`src/rtl/servant_uart_pkg.sv`:
```
// rtl/servant_uart_pkg.sv - shared UART framing types and constants
package servant_uart_pkg;

  typedef enum logic [1:0] {
    IDLE  = 2'd0,
    START = 2'd1,
    DATA  = 2'd2,
    STOP  = 2'd3
  } uart_state_e;

  localparam int FRAME_BITS = 10;
  localparam int DATA_BITS  = 8;

  function automatic int frame_clks(input int clks_per_bit);
    return FRAME_BITS * clks_per_bit;
  endfunction

endpackage

```
`src/rtl/servant_uart_fifo.sv`:
```
// rtl/servant_uart_fifo.sv - synchronous FIFO with wrap-bit pointers and occupancy
module servant_uart_fifo #(
  parameter int WIDTH = 8,
  parameter int DEPTH = 4
) (
  input  logic                     clk_i,
  input  logic                     rst_i,
  input  logic                     push_i,
  input  logic [WIDTH-1:0]         wdata_i,
  input  logic                     pop_i,
  output logic [WIDTH-1:0]         rdata_o,
  output logic                     full_o,
  output logic                     empty_o,
  output logic [$clog2(DEPTH):0]   level_o
);

  localparam int AW = $clog2(DEPTH);

  logic [WIDTH-1:0] mem_q [DEPTH];
  logic [AW:0]      wptr_q, rptr_q;
  logic             push_ok, pop_ok;

  assign push_ok = push_i && !full_o;
  assign pop_ok  = pop_i && !empty_o;

  // Pointers carry one extra wrap bit so full and empty are distinguishable.
  assign full_o  = (wptr_q[AW] != rptr_q[AW]) && (wptr_q[AW-1:0] == rptr_q[AW-1:0]);
  assign empty_o = (wptr_q == rptr_q);
  assign level_o = wptr_q - rptr_q;
  assign rdata_o = mem_q[rptr_q[AW-1:0]];

  always_ff @(posedge clk_i) begin
    if (rst_i) begin
      wptr_q <= '0;
      rptr_q <= '0;
    end else begin
      if (push_ok) wptr_q <= wptr_q + 1'b1;
      if (pop_ok)  rptr_q <= rptr_q + 1'b1;
    end
  end

  always_ff @(posedge clk_i) begin
    if (push_ok) mem_q[wptr_q[AW-1:0]] <= wdata_i;
  end

endmodule

```
`src/rtl/servant_uart_host_tx.sv`:
```
// rtl/servant_uart_host_tx.sv - buffered 8N1 serial transmitter feeding the SoC data input
module servant_uart_host_tx
  import servant_uart_pkg::*;
#(
  parameter int CLKS_PER_BIT = 16,
  parameter int FIFO_DEPTH   = 4
) (
  input  logic                          wb_clk,
  input  logic                          wb_rst,
  input  logic [7:0]                    i_tdata,
  input  logic                          i_tvalid,
  output logic                          o_tready,
  output logic                          o_tx,
  output logic                          o_busy,
  output logic [$clog2(FIFO_DEPTH):0]   o_level
);

  localparam int BW = (CLKS_PER_BIT > 1) ? $clog2(CLKS_PER_BIT) : 1;
  localparam logic [BW-1:0] BCNT_LAST = BW'(CLKS_PER_BIT - 1);

  uart_state_e state_q, state_d;
  logic [BW-1:0] bcnt_q, bcnt_d;
  logic [2:0]    idx_q, idx_d;
  logic [7:0]    shift_q, shift_d;
  logic          tx_q, tx_d;
  logic          push, pop, full, empty, bit_end;
  logic [7:0]    head;

  assign push    = i_tvalid && !full;
  assign bit_end = (bcnt_q == BCNT_LAST);

  servant_uart_fifo #(.WIDTH(8), .DEPTH(FIFO_DEPTH)) u_fifo (
    .clk_i   (wb_clk),
    .rst_i   (wb_rst),
    .push_i  (push),
    .wdata_i (i_tdata),
    .pop_i   (pop),
    .rdata_o (head),
    .full_o  (full),
    .empty_o (empty),
    .level_o (o_level)
  );

  always_comb begin
    state_d = state_q;
    bcnt_d  = bcnt_q + 1'b1;
    idx_d   = idx_q;
    shift_d = shift_q;
    pop     = 1'b0;
    case (state_q)
      IDLE: begin
        bcnt_d = '0;
        if (!empty) begin
          pop     = 1'b1;
          shift_d = head;
          state_d = START;
        end
      end
      START: begin
        if (bit_end) begin
          bcnt_d  = '0;
          idx_d   = '0;
          state_d = DATA;
        end
      end
      DATA: begin
        if (bit_end) begin
          bcnt_d  = '0;
          shift_d = shift_q >> 1;
          idx_d   = idx_q + 3'd1;
          if (idx_q == 3'(DATA_BITS - 1)) state_d = STOP;
        end
      end
      STOP: begin
        // Popping straight into START keeps consecutive frames gap-free.
        if (bit_end) begin
          bcnt_d = '0;
          if (!empty) begin
            pop     = 1'b1;
            shift_d = head;
            state_d = START;
          end else begin
            state_d = IDLE;
          end
        end
      end
      default: state_d = IDLE;
    endcase

    tx_d = 1'b1;
    case (state_d)
      START:   tx_d = 1'b0;
      DATA:    tx_d = shift_d[0];
      default: tx_d = 1'b1;
    endcase
  end

  always_ff @(posedge wb_clk) begin
    if (wb_rst) begin
      state_q <= IDLE;
      bcnt_q  <= '0;
      idx_q   <= '0;
      shift_q <= '0;
      tx_q    <= 1'b1;
    end else begin
      state_q <= state_d;
      bcnt_q  <= bcnt_d;
      idx_q   <= idx_d;
      shift_q <= shift_d;
      tx_q    <= tx_d;
    end
  end

  assign o_tx     = tx_q;
  assign o_tready = !full;
  assign o_busy   = (state_q != IDLE) || (o_level != '0);

endmodule

```
`config.mk`:
```
export PLATFORM = sky130hd
export DESIGN_NAME = servant_uart_host_tx
export DESIGN_NICKNAME = d
export VERILOG_FILES = /design/src/rtl/servant_uart_pkg.sv /design/src/rtl/servant_uart_fifo.sv /design/src/rtl/servant_uart_host_tx.sv
export SDC_FILE = /design/constraint.sdc
export NUM_CORES = 1
export LEC_CHECK = 0
export ABC_AREA = 1
export BUFFER_PORTS_ARGS = -buffer_cell sky130_fd_sc_hd__buf_2
export CAP_MARGIN = 20
export CORE_ASPECT_RATIO = 2
export CORE_UTILIZATION = 54
export CTS_CLUSTER_SIZE = 25
export DETAILED_ROUTE_END_ITERATION = 10
export HOLD_SLACK_MARGIN = 0.03
export PLACE_DENSITY = 0.75
export SLEW_MARGIN = 20
export SYNTH_ARGS = -nofsm -noshare
export SYNTH_HDL_FRONTEND = slang
export SYNTH_SLANG_ARGS = --single-unit
export TNS_END_PERCENT = 1
```
`constraint.sdc`:
```
create_clock -name wb_clk -period 1.8 [get_ports wb_clk]
set_clock_uncertainty 0.05 [all_clocks]
set_input_delay 0.36 -clock wb_clk [delete_from_list [all_inputs] [get_ports wb_clk]]
set_output_delay 0.36 -clock wb_clk [all_outputs]
set_load 0.05 [all_outputs]
```
==> results of run 1 <==
==> power by group <==
group / internal, uW / total (uW) / leakage [uW] / switching [uW]
clock: 663 / 1160 / 0.0000995 / 492
combinational: 668 / 1850 / 0.000856 / 1180
sequential: 1590 / 1700 / 0.000508 / 116
==> path summary, 6_finish.rpt <==
kind,startpoint,end,slack [ns]
setup / recovery,u_fifo.wptr_q[0],o_busy,-0.28
hold / removal,i_tdata[5],u_fifo.mem_q[2][5],0.20
setup reg to reg,u_fifo.rptr_q[1],shift_q[5],0.06
hold reg to reg,bcnt_q[0],bcnt_q[0],0.40
==> metal layers <==
metal,vias up,part of all wire [%]
met4,0,1.6
met3,7,2.9
met2,25,57
li1,1110,-
met1,983,39
met5,-,0
==> registers in the layout (all words and copies together), names as in the netlist, named ones only <==
name	flops
u_fifo.wptr_q	3
o_tx	1
u_fifo.rptr_q	3
u_fifo.mem_q	32
bcnt_q	4
idx_q	3
state_q	2
shift_q	8
==> stage by stage <==
step / instance area (um2) / total power, uW / setup WS [ns] / util [%] / cells
2_1_floorplan: 2850 / 3050 / -0.160 / - / 322
3_3_place_gp: 3070 / 3410 / 0.0469 / 62.0 / 403
3_5_place_dp: 3070 / 3450 / 0.0131 / 62.0 / 403
4_1_cts: 3300 / 4690 / -0.284 / 66.7 / 419
5_1_grt: 3320 / 5010 / -0.338 / 67.1 / 419
6_report: 3320 / 4700 / -0.283 / 67.1 / 419
==> synth_stat cells (2+ instances only) <==
cell	instances	area, um2
nand2_1	104	390
inv_1	39	146
edfxtp_1	32	961
nand3_1	30	150
dfxtp_1	26	521
nor2_1	21	78.8
a21oi_1	16	80.1
ha_1	15	188
o21ai_0	8	40.0
buf_2	3	15.0
a31oi_1	2	12.5
buf_4	2	15.0
nand4_1	2	12.5
nor2_2	2	12.5
o21ai_1	2	10.0
xor2_1	2	17.5
==> worst register-to-register path: cells and delay by family (launching register included) <==
kind	cells	cell delay (ns)
adders and majority gates	1	0.28
and+or+nand+nor	6	0.59
buffers and inverters	3	0.30
AOI/OAI and AO/OA	1	0.12
DFF	1	0.33
==> kinds of logic (layout without fill, tap and decap cells) <==
kind of cell | after synthesis | after routing | synth area share [%]
adders and majority gates | 16 | 16 | 7.39
DFF | 58 | 58 | 52.7
and+or+nand+nor | 167 | 167 | 25.7
xor gates and xnor gates | 2 | 2 | 0.623
buffers and inverters | 47 | 87 | 6.95
AOI/OAI and AO/OA | 32 | 32 | 6.59
==> area by class of cell <==
cell class	count	area, um2	share of cell area, %
Tap cell	57	71.3	2.15
Clock buffer	10	138	4.14
Clock inverter	6	56.3	1.69
Inverter	40	150	4.52
Timing Repair Buffer	31	220	6.63
Sequential cell	58	1490	44.7
Multi-Input combinational cell	217	1200	36.1
==> repair_timing <==
| item | in CTS | in global routing |
|---|---|---|
| hold buffers | 0 | 0 |
| gates resized for setup | 11 | 6 |
| endpoints found under the setup margin | 8 | 15 |
| pin swaps | 1 | 0 |
| buffers inserted | 0 | 0 |
==> run metrics, run 1 <==
clock-pin transition on the worst setup and hold timing paths=0.07 ns; busiest grt layer=met2; synth warn=0; clock buffer depth=2; startpoint types=flip-flop; htree depth=3; fraction of final layout cells sized beyond drive strength 1=20.2%; ys async rst share=0%; Sink Count=58; DRC=0; power per cell area=1420 nW/um2; Core ar.=4950 um2; clock buffer count from CTS=9; final net count=approximately 380; CP Capture Type=primary output; Worst EP required=1.39 ns; status=finished, violations left; CP peak stage delay=0.53 ns; HP Class=in -> reg; fmax=480 MHz; worst-path maximum fanout=2; DRT iter0 DRCs=64; kind of critical path=reg -> out; slowest cell on the critical path=fa_2; commonest non-fill, non-tap cells in the layout=nand2_1 (103), inv_1 (36), edfxtp_1 (32); Synth Instances=322; antenna viol nets, final=0; gr usage total=22.9%; Worst Hold Slack=approximately 0.20 ns; CP top delay family=adder cells; IO Count=17; Slew Limit Fails=0; first-pass GRT wire length=around 9100 um; per-cell routed wire length=between 10 and 15 um; hold path depth=1; Peak VDD IR=1420 uV; Post-synth top flop=edfxtp_1; largest net degree at the start of global routing=17; Reg2Reg Depth=11; layout filler cell count=slightly above 400; clock root buffer=clkbuf_8; Leakage=0.00146 uW; post-synth cell types=32; IO Port Bufs=16; RePlAce Congestion=0.797; CTS tree=built; met3 usage=under 10%; Final TNS setup=-0.693 ns; latest clock arrival within the worst-skew pair=0.33 ns; vias=2125; cell depth of the worst setup path=5; Syn Std Cell Area=2810 um2; Fin. Hold Viols=0; Max Cap Viol=0; RSZ-0062 raised after global routing=yes; starting density of the core=56.7%; Final Cycle Share=116%; worst path arrival time=1.67 ns; number of synthesized register bits=58; Rows=36; Overflow after GRT=0; vias in the first global route=slightly above 2000; failing checks=setup timing; initial antenna violation count=0; crit path time final=2.08 ns; total routed wirelength=5500 um; die height=104 um; setup violators final=3; Die Area=5510 um2; Seq/Total Area, Yosys=52.7%; Avg Cell Area, Syn=approximately 8.7 um2; most common cell after layout, fill and taps aside=nand2_1; ANT cells=0; Syn Nets=349; Initial DRT Pass Iterations=4; worst slew pin tran=0.368 ns; grt met1 use=a little under a quarter; EDFF count, synth=32; Area Overhead vs Synth=18.3%; average vias per placed instance=5.07; DP HPWL=4130 um; max_slew headroom=75.4%; CP Cell Sequence=inv_2, ha_4, fa_2, nand4_1, buf_6; M2 GR Usage=41.3%; DIE WIDTH=around 53 um; WP buf/inv=2; final setup margin=-0.283 ns
No activity file was read; power rests on OpenSTA's default activity.
==> inputs of run 2 (changes only) <==
- CELL_PAD_IN_SITES_DETAIL_PLACEMENT: unset -> 0
- CELL_PAD_IN_SITES_GLOBAL_PLACEMENT: unset -> 2
- CORE_UTILIZATION: 54 -> 34
- PLACE_DENSITY: 0.75 -> unset
- PLACE_DENSITY_LB_ADDON: unset -> 0.1
==> run metrics, run 2 (synthesis gave the netlist of run 1 again) <==
Die Area=8650 um2 (+57%); Final Cycle Share=115% (-0.25 points); starting density of the core=35.4% (-21 points); clock buffer depth=2 (unchanged); DRT iter0 DRCs=65 (+1.6%); clock root buffer=clkbuf_16; max_slew headroom=79.1% (+3.7 points); IO Port Bufs=16 (unchanged); largest net degree at the start of global routing=17 (unchanged); RePlAce Congestion=0.783 (-1.9%); Max Cap Viol=0 (unchanged); DP Worst Slack=0.0123 ns (-0.000823 ns); per-cell routed wire length=13.6 um (+3.6%); power per cell area=1430 nW/um2 (+0.97%); average vias per placed instance=4.55 (-10%); Cell Int Power=3290 uW (+13%); first-pass GRT wire length=10800 um (+19%); crit path time final=2.08 ns (-0.00451 ns); Slew Limit Fails=0 (unchanged); Area Overhead vs Synth=29.0%; latest clock arrival within the worst-skew pair=0.32 ns (about the same); Core ar.=7940 um2 (+60%); HP Class=in -> reg; ANT cells=0 (unchanged); status=finished, violations left; Peak VDD IR=927 uV (-34%); vias in the first global route=2265 (+10%); commonest non-fill, non-tap cells in the layout=nand2_1 (103), inv_1 (36), edfxtp_1 (32); DRC=0 (unchanged); final instance area=3620 um2 (+9.1%); Sink Count=58 (unchanged); Worst EP required=1.39 ns (about the same); die height=131 um (+26%); antenna viol nets, final=0 (unchanged); CP top delay family=adder cells; combinational share of power=38.7% (-0.5 points); slowest cell on the critical path=fa_2; vias=2169 (+2.1%); Rows=46 (+28%); Post CTS Setup Buffer Count=0 (unchanged); CTS tree=built; clock share of power=28.5% (+3.9 points); Sw Pwr=1890 uW (+5.9%); worst slew pin tran=0.313 ns (-0.0552 ns); final net count=403 (+4.9%); DIE WIDTH=66.3 um (+25%); clock buffer count from CTS=9 (unchanged); IO Count=17 (unchanged); kind of critical path=reg -> out; CTS Hold Bufs=0 (unchanged); fraction of final layout cells sized beyond drive strength 1=23.6% (+3.5 points); fmax=481 MHz (+0.22%); CP Capture Type=primary output; Overflow after GRT=0 (unchanged); most common cell after layout, fill and taps aside=nand2_1; htree depth=3 (unchanged); sequential share of power=32.8% (-3.4 points); max FFs per register=32 (unchanged); worst path arrival time=1.67 ns (about the same); CP peak stage delay=0.53 ns (about the same); Switching Share=36.5% (-1.4 points); DP HPWL=5110 um (+24%); final setup margin=-0.278 ns (+0.00451 ns); WP buf/inv=2 (unchanged); clock-pin transition on the worst setup and hold timing paths=0.05 ns (-0.02 ns); initial antenna violation count=0 (unchanged); RSZ-0062 raised after global routing=yes; failing checks=setup timing; CP Cell Sequence=inv_2, ha_4, fa_2, nand4_1, buf_6; setup violators final=3 (unchanged); Fin. Hold Viols=0 (unchanged); placed cell area=3310 um2 (+7.9%); worst-path maximum fanout=2 (unchanged); layout filler cell count=819 (+99%); total routed wirelength=6480 um (+18%); gr usage total=17.5% (-5.4 points); Leakage=0.00159 uW (+8.8%); startpoint types=flip-flop; Initial DRT Pass Iterations=4 (unchanged)
-- run 2: changes by cell type in the layout (fill, tap and decap cells not counted), moves of 4 or more --
cell / previous run / this run
buf_4: 15 / 30
clkbuf_16: 0 / 9
clkbuf_8: 10 / 0
buf_12: 0 / 4
-- run 2: power by group through the flow --
| stage | logic (uW) | registers (uW) | clock network, uW |
|---|---|---|---|
| 2_1_floorplan | 1320 | 1730 | 0 |
| 3_3_place_gp | 1970 | 1720 | 0 |
| 3_5_place_dp | 1960 | 1720 | 0 |
| 4_1_cts | 2050 | 1700 | 1520 |
| 5_1_grt | 2270 | 1730 | 1580 |
| 6_report | 2000 | 1700 | 1480 |
-- run 2: layout make-up --
class / instances / area, um2 / share of cell area (%)
Tap cell: 96 / 120 / 3.31
Clock inverter: 6 / 33.8 / 0.932
Multi-Input combinational cell: 217 / 1200 / 33.0
Clock buffer: 10 / 229 / 6.32
Timing Repair Buffer: 50 / 410 / 11.3
Inverter: 40 / 150 / 4.14
Sequential cell: 58 / 1490 / 41.0
-- run 2: timing repair --
item | in CTS | in global routing
pin swaps | 1 | 1
hold endpoints to repair | 0 | 0
gates resized for setup | 11 | 4
setup endpoints to repair | 5 | 13
-- run 2: path summary, 6_finish.rpt --
kind | from | to | slack, ns | depth (start not counted)
max | u_fifo.wptr_q[0] | o_busy | -0.28 | 5
min | i_tdata[5] | u_fifo.mem_q[2][5] | 0.21 | 1
max reg2reg | u_fifo.rptr_q[1] | u_fifo.wptr_q[2] | 0.13 | 10
min reg2reg | bcnt_q[0] | bcnt_q[0] | 0.40 | 1
-- run 2: per-stage QoR --
step	cells	util (%)	setup TNS (ns)	hold WS [ns]	power [uW]
2_1_floorplan	322	-	-2.69	0.368	3050
3_3_place_gp	461	41.7	0	0.384	3690
3_5_place_dp	461	41.7	0	0.397	3680
4_1_cts	477	45.5	-0.700	0.198	5270
5_1_grt	477	45.6	-1.26	0.198	5570
6_report	477	45.6	-0.638	0.210	5180
-- run 2: layer usage --
layer  GRT usage [%]  part of all wire (%)
met4            8.26                   2.1
met1            16.2                    37
met2            34.5                    59
met3            3.99                   1.6
met5               0                     0
